File: src/rtl/rib_pkg.sv
// Shared types and constants for the round-robin request/response bus.
package rib_pkg;

    // Bus controller states.
    typedef enum logic [1:0] {
        IDLE = 2'd0,
        REQ  = 2'd1,
        RSP  = 2'd2,
        ERR  = 2'd3
    } rib_state_e;

    // Address width and the slave-decode field.
    localparam int unsigned ADDR_W   = 32;
    localparam int unsigned SLV_ID_W = 4;
    localparam int unsigned DEC_HI   = 31;
    localparam int unsigned DEC_LO   = 28;

    // Read data returned on a decode error.
    localparam logic [31:0] ERR_RDATA = 32'h0000_0000;

endpackage

File: src/rtl/rib_rr_arbiter.sv
// Combinational round-robin pick: first requester at or after ptr, wrapping.
module rib_rr_arbiter #(
    parameter int unsigned N     = 4,
    parameter int unsigned IDX_W = (N > 1) ? $clog2(N) : 1
) (
    input  logic [N-1:0]     req,
    input  logic [IDX_W-1:0] ptr,
    output logic [N-1:0]     grant_oh,
    output logic [IDX_W-1:0] grant_idx
);

    int unsigned cand;
    logic        found;

    // Scan N candidates starting at ptr; the first active request wins.
    always_comb begin
        grant_oh  = '0;
        grant_idx = '0;
        found     = 1'b0;
        cand      = 0;
        for (int unsigned i = 0; i < N; i++) begin
            cand = 32'(ptr) + i;
            if (cand >= N) begin
                cand = cand - N;
            end
            if (!found && req[IDX_W'(cand)]) begin
                found                     = 1'b1;
                grant_oh[IDX_W'(cand)]    = 1'b1;
                grant_idx                 = IDX_W'(cand);
            end
        end
    end

endmodule

File: src/rtl/rib_rr_bus.sv
// Multi-master, multi-slave bus with round-robin arbitration and one
// outstanding transaction; unmapped addresses complete with an error.
module rib_rr_bus
    import rib_pkg::*;
#(
    parameter int unsigned MASTER_NUM = 4,
    parameter int unsigned SLAVE_NUM  = 5,
    parameter int unsigned DATA_W     = 32
) (
    input  logic                               clk,
    input  logic                               rst,
    input  logic [ADDR_W*MASTER_NUM-1:0]       m_addr_i,
    input  logic [DATA_W*MASTER_NUM-1:0]       m_data_i,
    input  logic [(DATA_W/8)*MASTER_NUM-1:0]   m_sel_i,
    input  logic [MASTER_NUM-1:0]              m_we_i,
    input  logic [MASTER_NUM-1:0]              m_req_vld_i,
    input  logic [MASTER_NUM-1:0]              m_rsp_rdy_i,
    output logic [MASTER_NUM-1:0]              m_req_rdy_o,
    output logic [MASTER_NUM-1:0]              m_rsp_vld_o,
    output logic [MASTER_NUM-1:0]              m_rsp_err_o,
    output logic [DATA_W*MASTER_NUM-1:0]       m_data_o,
    output logic [ADDR_W*SLAVE_NUM-1:0]        s_addr_o,
    output logic [DATA_W*SLAVE_NUM-1:0]        s_data_o,
    output logic [(DATA_W/8)*SLAVE_NUM-1:0]    s_sel_o,
    output logic [SLAVE_NUM-1:0]               s_we_o,
    output logic [SLAVE_NUM-1:0]               s_req_vld_o,
    output logic [SLAVE_NUM-1:0]               s_rsp_rdy_o,
    input  logic [DATA_W*SLAVE_NUM-1:0]        s_data_i,
    input  logic [SLAVE_NUM-1:0]               s_req_rdy_i,
    input  logic [SLAVE_NUM-1:0]               s_rsp_vld_i
);

    localparam int unsigned SEL_W = DATA_W / 8;
    localparam int unsigned GNT_W = $clog2(MASTER_NUM);
    localparam int unsigned OFS_W = DEC_LO;

    rib_state_e            state_q, state_d;
    logic [GNT_W-1:0]      grant_q, grant_d;
    logic [GNT_W-1:0]      rr_ptr_q, rr_ptr_d;
    logic [GNT_W-1:0]      arb_idx, ptr_inc;
    logic [MASTER_NUM-1:0] arb_oh;
    logic [SLV_ID_W-1:0]   slave_q, slave_d, win_slv;
    logic                  slv_mapped, acc_rdy;

    logic [OFS_W-1:0]      g_ofs;
    logic [DATA_W-1:0]     g_data;
    logic [SEL_W-1:0]      g_sel;
    logic                  g_we, g_req_vld, g_rsp_rdy;

    logic [DATA_W-1:0]     sv_data;
    logic                  sv_req_rdy, sv_rsp_vld;

    logic                  req_route_c, rsp_route_c;
    logic                  m_req_rdy_c, m_rsp_vld_c, m_rsp_err_c;
    logic [DATA_W-1:0]     m_data_c;

    rib_rr_arbiter #(
        .N     (MASTER_NUM),
        .IDX_W (GNT_W)
    ) u_arb (
        .req       (m_req_vld_i),
        .ptr       (rr_ptr_q),
        .grant_oh  (arb_oh),
        .grant_idx (arb_idx)
    );

    // Decode field of the arbitration winner's address.
    always_comb begin
        win_slv = '0;
        for (int unsigned k = 0; k < MASTER_NUM; k++) begin
            if (arb_oh[k]) begin
                win_slv = m_addr_i[k*ADDR_W + DEC_LO +: SLV_ID_W];
            end
        end
    end

    assign slv_mapped = (32'(slave_q) < SLAVE_NUM);
    assign ptr_inc    = (grant_q == GNT_W'(MASTER_NUM - 1)) ? '0 : grant_q + GNT_W'(1);
    assign acc_rdy    = slv_mapped ? sv_req_rdy : 1'b1;

    // Select the locked master's request-side signals.
    always_comb begin
        g_ofs     = '0;
        g_data    = '0;
        g_sel     = '0;
        g_we      = 1'b0;
        g_req_vld = 1'b0;
        g_rsp_rdy = 1'b0;
        for (int unsigned k = 0; k < MASTER_NUM; k++) begin
            if (grant_q == GNT_W'(k)) begin
                g_ofs     = m_addr_i[k*ADDR_W +: OFS_W];
                g_data    = m_data_i[k*DATA_W +: DATA_W];
                g_sel     = m_sel_i[k*SEL_W +: SEL_W];
                g_we      = m_we_i[k];
                g_req_vld = m_req_vld_i[k];
                g_rsp_rdy = m_rsp_rdy_i[k];
            end
        end
    end

    // Select the addressed slave's response-side signals.
    always_comb begin
        sv_data    = '0;
        sv_req_rdy = 1'b0;
        sv_rsp_vld = 1'b0;
        for (int unsigned j = 0; j < SLAVE_NUM; j++) begin
            if (slave_q == SLV_ID_W'(j)) begin
                sv_data    = s_data_i[j*DATA_W +: DATA_W];
                sv_req_rdy = s_req_rdy_i[j];
                sv_rsp_vld = s_rsp_vld_i[j];
            end
        end
    end

    // State, grant lock and round-robin pointer registers.
    always_ff @(posedge clk) begin
        if (rst) begin
            state_q  <= IDLE;
            grant_q  <= '0;
            slave_q  <= '0;
            rr_ptr_q <= '0;
        end else begin
            state_q  <= state_d;
            grant_q  <= grant_d;
            slave_q  <= slave_d;
            rr_ptr_q <= rr_ptr_d;
        end
    end

    // Next-state logic and per-state routing intent.
    always_comb begin
        state_d     = state_q;
        grant_d     = grant_q;
        slave_d     = slave_q;
        rr_ptr_d    = rr_ptr_q;
        req_route_c = 1'b0;
        rsp_route_c = 1'b0;
        m_req_rdy_c = 1'b0;
        m_rsp_vld_c = 1'b0;
        m_rsp_err_c = 1'b0;
        m_data_c    = '0;
        case (state_q)
            IDLE: begin
                if (|m_req_vld_i) begin
                    state_d = REQ;
                    grant_d = arb_idx;
                    slave_d = win_slv;
                end
            end
            REQ: begin
                req_route_c = slv_mapped;
                m_req_rdy_c = acc_rdy;
                if (!g_req_vld) begin
                    state_d  = IDLE;
                    rr_ptr_d = ptr_inc;
                end else if (acc_rdy) begin
                    state_d = slv_mapped ? RSP : ERR;
                end
            end
            RSP: begin
                rsp_route_c = 1'b1;
                m_rsp_vld_c = sv_rsp_vld;
                m_data_c    = sv_data;
                if (sv_rsp_vld && g_rsp_rdy) begin
                    state_d  = IDLE;
                    rr_ptr_d = ptr_inc;
                end
            end
            ERR: begin
                m_rsp_vld_c = 1'b1;
                m_rsp_err_c = 1'b1;
                m_data_c    = DATA_W'(ERR_RDATA);
                if (g_rsp_rdy) begin
                    state_d  = IDLE;
                    rr_ptr_d = ptr_inc;
                end
            end
            default: state_d = IDLE;
        endcase
    end

    // Drive only the granted master's outputs; all others stay 0.
    always_comb begin
        m_req_rdy_o = '0;
        m_rsp_vld_o = '0;
        m_rsp_err_o = '0;
        m_data_o    = '0;
        for (int unsigned k = 0; k < MASTER_NUM; k++) begin
            if (grant_q == GNT_W'(k)) begin
                m_req_rdy_o[k]                = m_req_rdy_c;
                m_rsp_vld_o[k]                = m_rsp_vld_c;
                m_rsp_err_o[k]                = m_rsp_err_c;
                m_data_o[k*DATA_W +: DATA_W]  = m_data_c;
            end
        end
    end

    // Drive only the addressed slave's outputs; all others stay 0.
    always_comb begin
        s_addr_o    = '0;
        s_data_o    = '0;
        s_sel_o     = '0;
        s_we_o      = '0;
        s_req_vld_o = '0;
        s_rsp_rdy_o = '0;
        for (int unsigned j = 0; j < SLAVE_NUM; j++) begin
            if (slave_q == SLV_ID_W'(j)) begin
                if (req_route_c) begin
                    s_addr_o[j*ADDR_W +: ADDR_W] = {SLV_ID_W'(0), g_ofs};
                    s_data_o[j*DATA_W +: DATA_W] = g_data;
                    s_sel_o[j*SEL_W +: SEL_W]    = g_sel;
                    s_we_o[j]                    = g_we;
                    s_req_vld_o[j]               = g_req_vld;
                end
                s_rsp_rdy_o[j] = rsp_route_c & g_rsp_rdy;
            end
        end
    end

endmodule

File: config.mk
export PLATFORM = sky130hd
export DESIGN_NAME = rib_rr_bus
export DESIGN_NICKNAME = d
export VERILOG_FILES = /design/src/rtl/rib_pkg.sv /design/src/rtl/rib_rr_arbiter.sv /design/src/rtl/rib_rr_bus.sv
export SDC_FILE = /design/constraint.sdc
export NUM_CORES = 1
export LEC_CHECK = 0
export ABC_AREA = 1
export BUFFER_PORTS_ARGS = -buffer_cell sky130_fd_sc_hd__buf_2
export CAP_MARGIN = 30
export CORE_AREA = 5 5 367 369
export CTS_CLUSTER_SIZE = 12
export DETAILED_ROUTE_END_ITERATION = 12
export DIE_AREA = 0 0 372 374
export PLACE_DENSITY = 0.3
export SLEW_MARGIN = 20
export SYNTH_ARGS = -nofsm -noshare
export SYNTH_HDL_FRONTEND = slang
export SYNTH_SLANG_ARGS = --single-unit
File: constraint.sdc
create_clock -name clk -period 4.2 [get_ports clk]
set_clock_uncertainty 0.15 [all_clocks]
set_input_delay 0.42 -clock clk [delete_from_list [all_inputs] [get_ports clk]]
set_output_delay 0.42 -clock clk [all_outputs]
set_load 0.005 [all_outputs]
---- Word level (Yosys, flattened, before mapping) ----
Cells that the tools add are included.
operators by class
  order comparisons ....................... 13
  add/sub/neg operators ................... 8
  reduce and logical (&&, ||, !) cells .... 19
  equality and inequality tests ........... 15
  bitwise logic cells ..................... 4
  muxes and demuxes ....................... 144
operators with widths
  operator             number
  $mux 32              24
  $mux 28              6
  $mux 4               18
  $mux 1               68
  $mux 2               17
  $lt 2x3->1 const B   4
  $or 4x4->4           3
  $ge 3x3->1 const B   3
  $bmux 1 s2           4
  $demux 1 s2          4
  $eq 2x2->1 const B   4
  $eq 4x2->1 const B   2
  $ge 2x1->1 const B   4
  $logic_and 1x1->1    8
  $ne 2x2->1 const B   4
  $pmux 2 s4           1
  $reduce_and 4->1     2
  $sub 2x1->2 const B  4
  $add 2x2->3 const B  2
  $pmux 2 s3           1
  $eq 2x1->1 const B   2
  $eq 4x1->1 const B   1
  $eq 4x3->1 const B   1
  $logic_not 2->1      2
  12 further kinds     14
storage, ports and cells
  output and inout bits ................... 495
  bits of input ports ..................... 456
  logic and storage cells ................. 207
  register bits ........................... 10

---- Longest topological paths before layout ----
  depth in word-level cells ............... 18
  gate-level depth with buffers ........... 14
  gate-level depth less buffers ........... 13

---- Modules after synthesis ----
From an unflattened synthesis, not the netlist that was laid out.
second synthesis, totals
  cell total of the unflattened synthesis .. 1410
  area total of the unflattened synthesis .. 7008.0 µm²
by module, submodules not included
  module          sequential area each (µm²)  times used  area an instance (µm²)  cells an instance
  rib_rr_bus      200.2                       1           6568.8                  1337
  rib_rr_arbiter  0.0                         1           439.2                   73

---- Worst setup path before layout ----
No wires, ideal clock.
  path kind ............................... reg-to-output
  start point ............................. register grant_q[0]
  end point ............................... output s_addr_o[0]
  path slack .............................. 1.889 ns
  path buffers ............................ 3
  stages on the path, launching flop included .. 9
  data required time ...................... 3.630 ns
  data arrival time ....................... 1.741 ns
  path through ............................ dfxtp_1 inv_1 ha_1 buf_2 buf_2 clkbuf_1 o31ai_1 o211ai_4 nor2_1
between the ends
  word-level cells in the longest chain between the ends .. 7
  elaborated cells between the ends (all ways) .. 10
  classes of those cells .................. eq/ne (3); mux (6); reduce/logical (1)
RTL lines
  what                    line               source
  from (decl)             rib_rr_bus.sv:38   logic [GNT_W-1:0] grant_q, grant_d;
  from (signal assigned)  rib_rr_bus.sv:124  grant_q <= grant_d;
  $logic_not 2->1         rib_rr_bus.sv:90   if (grant_q == GNT_W'(k)) begin
  $mux 28 (3 in series)   rib_rr_bus.sv:90
  $mux 28 *               rib_rr_bus.sv:90
  $mux 28 *               rib_rr_bus.sv:208  if (req_route_c) begin
  $mux 28 *               rib_rr_bus.sv:207  if (slave_q == SLV_ID_W'(j)) begin
  to (decl)               rib_rr_bus.sv:22   output logic [ADDR_W*SLAVE_NUM-1:0] s_addr_o,
Every way passes the cells marked *; elsewhere a longest branch is shown, timed or not.

---- Worst setup path in the final report ----
  start point ............................. register grant_q[1]
  end point ............................... output s_data_o[77]
between the ends
  word-level cells in the longest chain between the ends .. 7
  elaborated cells between the ends (all ways) .. 10
  classes of those cells .................. eq/ne (3); mux (6); reduce/logical (1)
RTL lines
  what                   line               source
  $logic_not 2->1        rib_rr_bus.sv:90
  $mux 32 (3 in series)  rib_rr_bus.sv:90
  $mux 32 *              rib_rr_bus.sv:90
  $mux 32 *              rib_rr_bus.sv:208
  $mux 32 *              rib_rr_bus.sv:207
  to (decl)              rib_rr_bus.sv:23   output logic [DATA_W*SLAVE_NUM-1:0] s_data_o,
Marks and branches as above.

==> flow_summary.yaml <==
sta:
  fin_crit_ps: 3530
  fmax_mhz: 283
  slew-limit-headroom: 0.349
  fin_tns_setup_ps: 0
  hold_viol: 0
  slew_viol_final: 0
  post-route-period-util: 0.840
  setup_viol: 0
  worstMarginPinSlew_ps: 973
  rsz0062_at_grt: "no"
setup_path:
  r2r_end: "rr_ptr_q[1]"
  worst-r2r-cell-count: 9
  start_kind: "flip-flop"
  end_kind: "output port"
  critPathCapture: "s_data_o[77]"
  cp_slowest_cell: "o31ai_1"
  cp_common_cell: "nor2_1"
  rrSetupSlack_ps: 1070
  arrival_ps: 2960
  cp_max_fo: 21
  path_class: "flip-flop to output port"
  path_cells: "inv_1 > ha_4 > inv_4 > buf_12 > buf_4 > nor2_1 > o31ai_1 > o211ai_4 > nor2_1 > buf_2"
  critPathRequiredTime_ps: 3630
  crit_start: "grant_q[1]"
  cpPeakStageDelay_ps: 580
  r2r_start: "grant_q[0]"
logic_synthesis:
  ys_warn_count: 0
  yosys.area_share.simple: 0.376
  synth_area_leader_cell: "nor2_1"
  synthAdderAreaFrac: 0.0179
  ys_top_cells_by_area: "nor2_1 27%, o211ai_4 14%, a21oi_1 11%"
  syn_avg_cell_area_um2: 5.56
  yosysUniqueCellTypes: 43
  syn_area_um2: 7700
  yosys.area_share.xor_xnor: 0
  synth_top_area_share: 0.273
  muxShareOfSynthArea: 0
  syn_inst: 1386
  synth_compound_area_frac: 0.439
  synth_top_family_by_area: "compound AO/OA/AOI/OAI gates"
  synth-seq-area-share: 0.0260
  ys_seq_elements: 10
clock_network:
  cts_tree: "built"
  cts.sinks: 10
  root_buffer: "clkbuf_16"
  cts_setup_buffers: 0
  clk_pin_slew_worst_paths_ps: 40
  worst_skew_pair.late_latency_ps: 240
  cts_max_level: 1
  cts-hold-fix-buffers: 0
  clockBufferDepth: 2
  cts_buffers: 3
  ctsResizeCount: 0
global_route:
  grt.total_usage: 0.118
  grt_pass1_vias: 13157
  grt_max_degree: 68
  antenna_found_initial: 33
  grt_pass1_wl_um: 115000
  grt_overflow_total: 0
status:
  status: "complete, no violations"
cells_and_area:
  nFillCells: 15715
  fin_area_um2: 14500
  layout_commonest_cell: "buf_2"
  fin_nets: 2704
  multiInputGateArea_um2: 6560
  drive_above_1_share: 0.489
  seq_area_um2: 200
  syn_to_final_growth_pct: 88.2
  final_cell_mix: "930 x buf_2, 558 x nor2_1, 172 x a21oi_1, 91 x nand2_1, 66 x o31ai_1"
routing:
  drt-wirelength-per-cell_um: 22.4
  drt_wl_total_um: 89400
  num_vias: 13497
  route.detailed.drc: 0
  first_pass_iters: 5
  initialDrtViolationCount: 869
  ant_nets: 0
  vias_per_cell: 3.38
floorplan:
  dieWidth_um: 372
  dieArea_um2: 139000
  io_pins: 951
  start_util: 0.0589
  die_y_um: 374
  num_rows: 133
  fp.coreArea_um2: 131000
placed_design:
  place_area_um2: 14400
  gp_congestion: 0.813
  port_buffers: 930
  dp_hpwl_um: 76700
power:
  p_leak_nw: 7.18
  p_per_area_nw_per_um2: 501
  vdd_ir_drop_max_v: 0.000231
hold_path:
  hp-class: "input port to flip-flop"
  timing.hold.worst.start: "rst"
job:
  maxCapViolCount: 0
==> flip-flops by register name, summed over array words and instances (netlist names) <==
signal    flops
rr_ptr_q      2
state_q       2
slave_q       4
grant_q       2
==> stage by stage <==
| stage | hold WS, ps | setup slack [ps] | total power, mW | std cells | utilization |
|---|---|---|---|---|---|
| after CTS | 318 | 575 | 7.56 | 3989 | 0.111 |
| after detailed placement | 486 | 847 | 7.37 | 3986 | 0.110 |
| after floorplan | 342 | 1890 | 4.14 | 1405 | - |
| final | 301 | 671 | 7.27 | 3998 | 0.111 |
| after global placement | 489 | 828 | 7.38 | 3984 | 0.110 |
| after global routing | 336 | 474 | 7.93 | 3992 | 0.111 |
==> area by class of cell <==
cell class,instances,share of cell area
flip-flops and latches,10,0.0138
diodes,8,0.00138
clock buffers,3,0.00518
multi-input cells,1179,0.452
inverters,60,0.0174
repair buffers,983,0.358
well taps,1755,0.151
==> cell families (layout without fill, tap and decap cells) <==
| family | Yosys count | after routing |
|---|---|---|
| buffers and inverters | 216 | 1046 |
| AND/OR/NAND/NOR | 720 | 720 |
| other | 1 | 28 |
| adder cells (fa/ha/maj) | 11 | 11 |
| flip-flops | 10 | 10 |
| AO/OA/AOI/OAI | 428 | 428 |
==> how the worst min path moves through the flow <==
| stage | endpoint | depth (start not counted) |
|---|---|---|
| 2_1_floorplan | state_q[1] | 1 |
| 3_3_place_gp | slave_q[2] | 2 |
| 3_5_place_dp | slave_q[3] | 2 |
| 4_1_cts | state_q[1] | 2 |
| 5_1_grt | slave_q[2] | 3 |
| 6_report | state_q[1] | 2 |
==> where the power goes <==
| group | internal [mW] | total (mW) | switching, mW |
|---|---|---|---|
| combinational | 1.96 | 6.89 | 4.93 |
| sequential | 0.135 | 0.210 | 0.0754 |
| clock | 0.124 | 0.174 | 0.0495 |
==> critical path, delay by kind of cell, from the launching register on <==
kind | cells | cell delay [ps]
buffers and inverters | 5 | 1000
AO/OA/AOI/OAI | 2 | 810
flip-flops | 1 | 450
adder cells (fa/ha/maj) | 1 | 210
AND/OR/NAND/NOR | 2 | 190
==> Yosys cell counts (all sizes together) <==
cell type	count
nor2	564
a21oi	177
nand2	98
o211ai	89
buf	87
clkbuf	69
o31ai	66
inv	59
o21ai	58
nand3	46
a31oi	22
ha	11
dfxtp	10
o2111ai	10
nand4	6
a21boi	3
nor3	2
nor4	2
a22oi	1
clkinv	1
conb	1
nand3b	1
o221a	1
o22ai	1
or2	1
==> metal layers <==
layer | vias to the layer above | share of wire | track usage
met5 | - | 0.0013 | 0
met4 | 18 | 0.011 | 0.0111
met3 | 62 | 0.059 | 0.0199
met2 | 630 | 0.52 | 0.221
met1 | 6420 | 0.41 | 0.145
li1 | 6367 | - | -
Note: power is estimated with default switching activity, not from simulation.
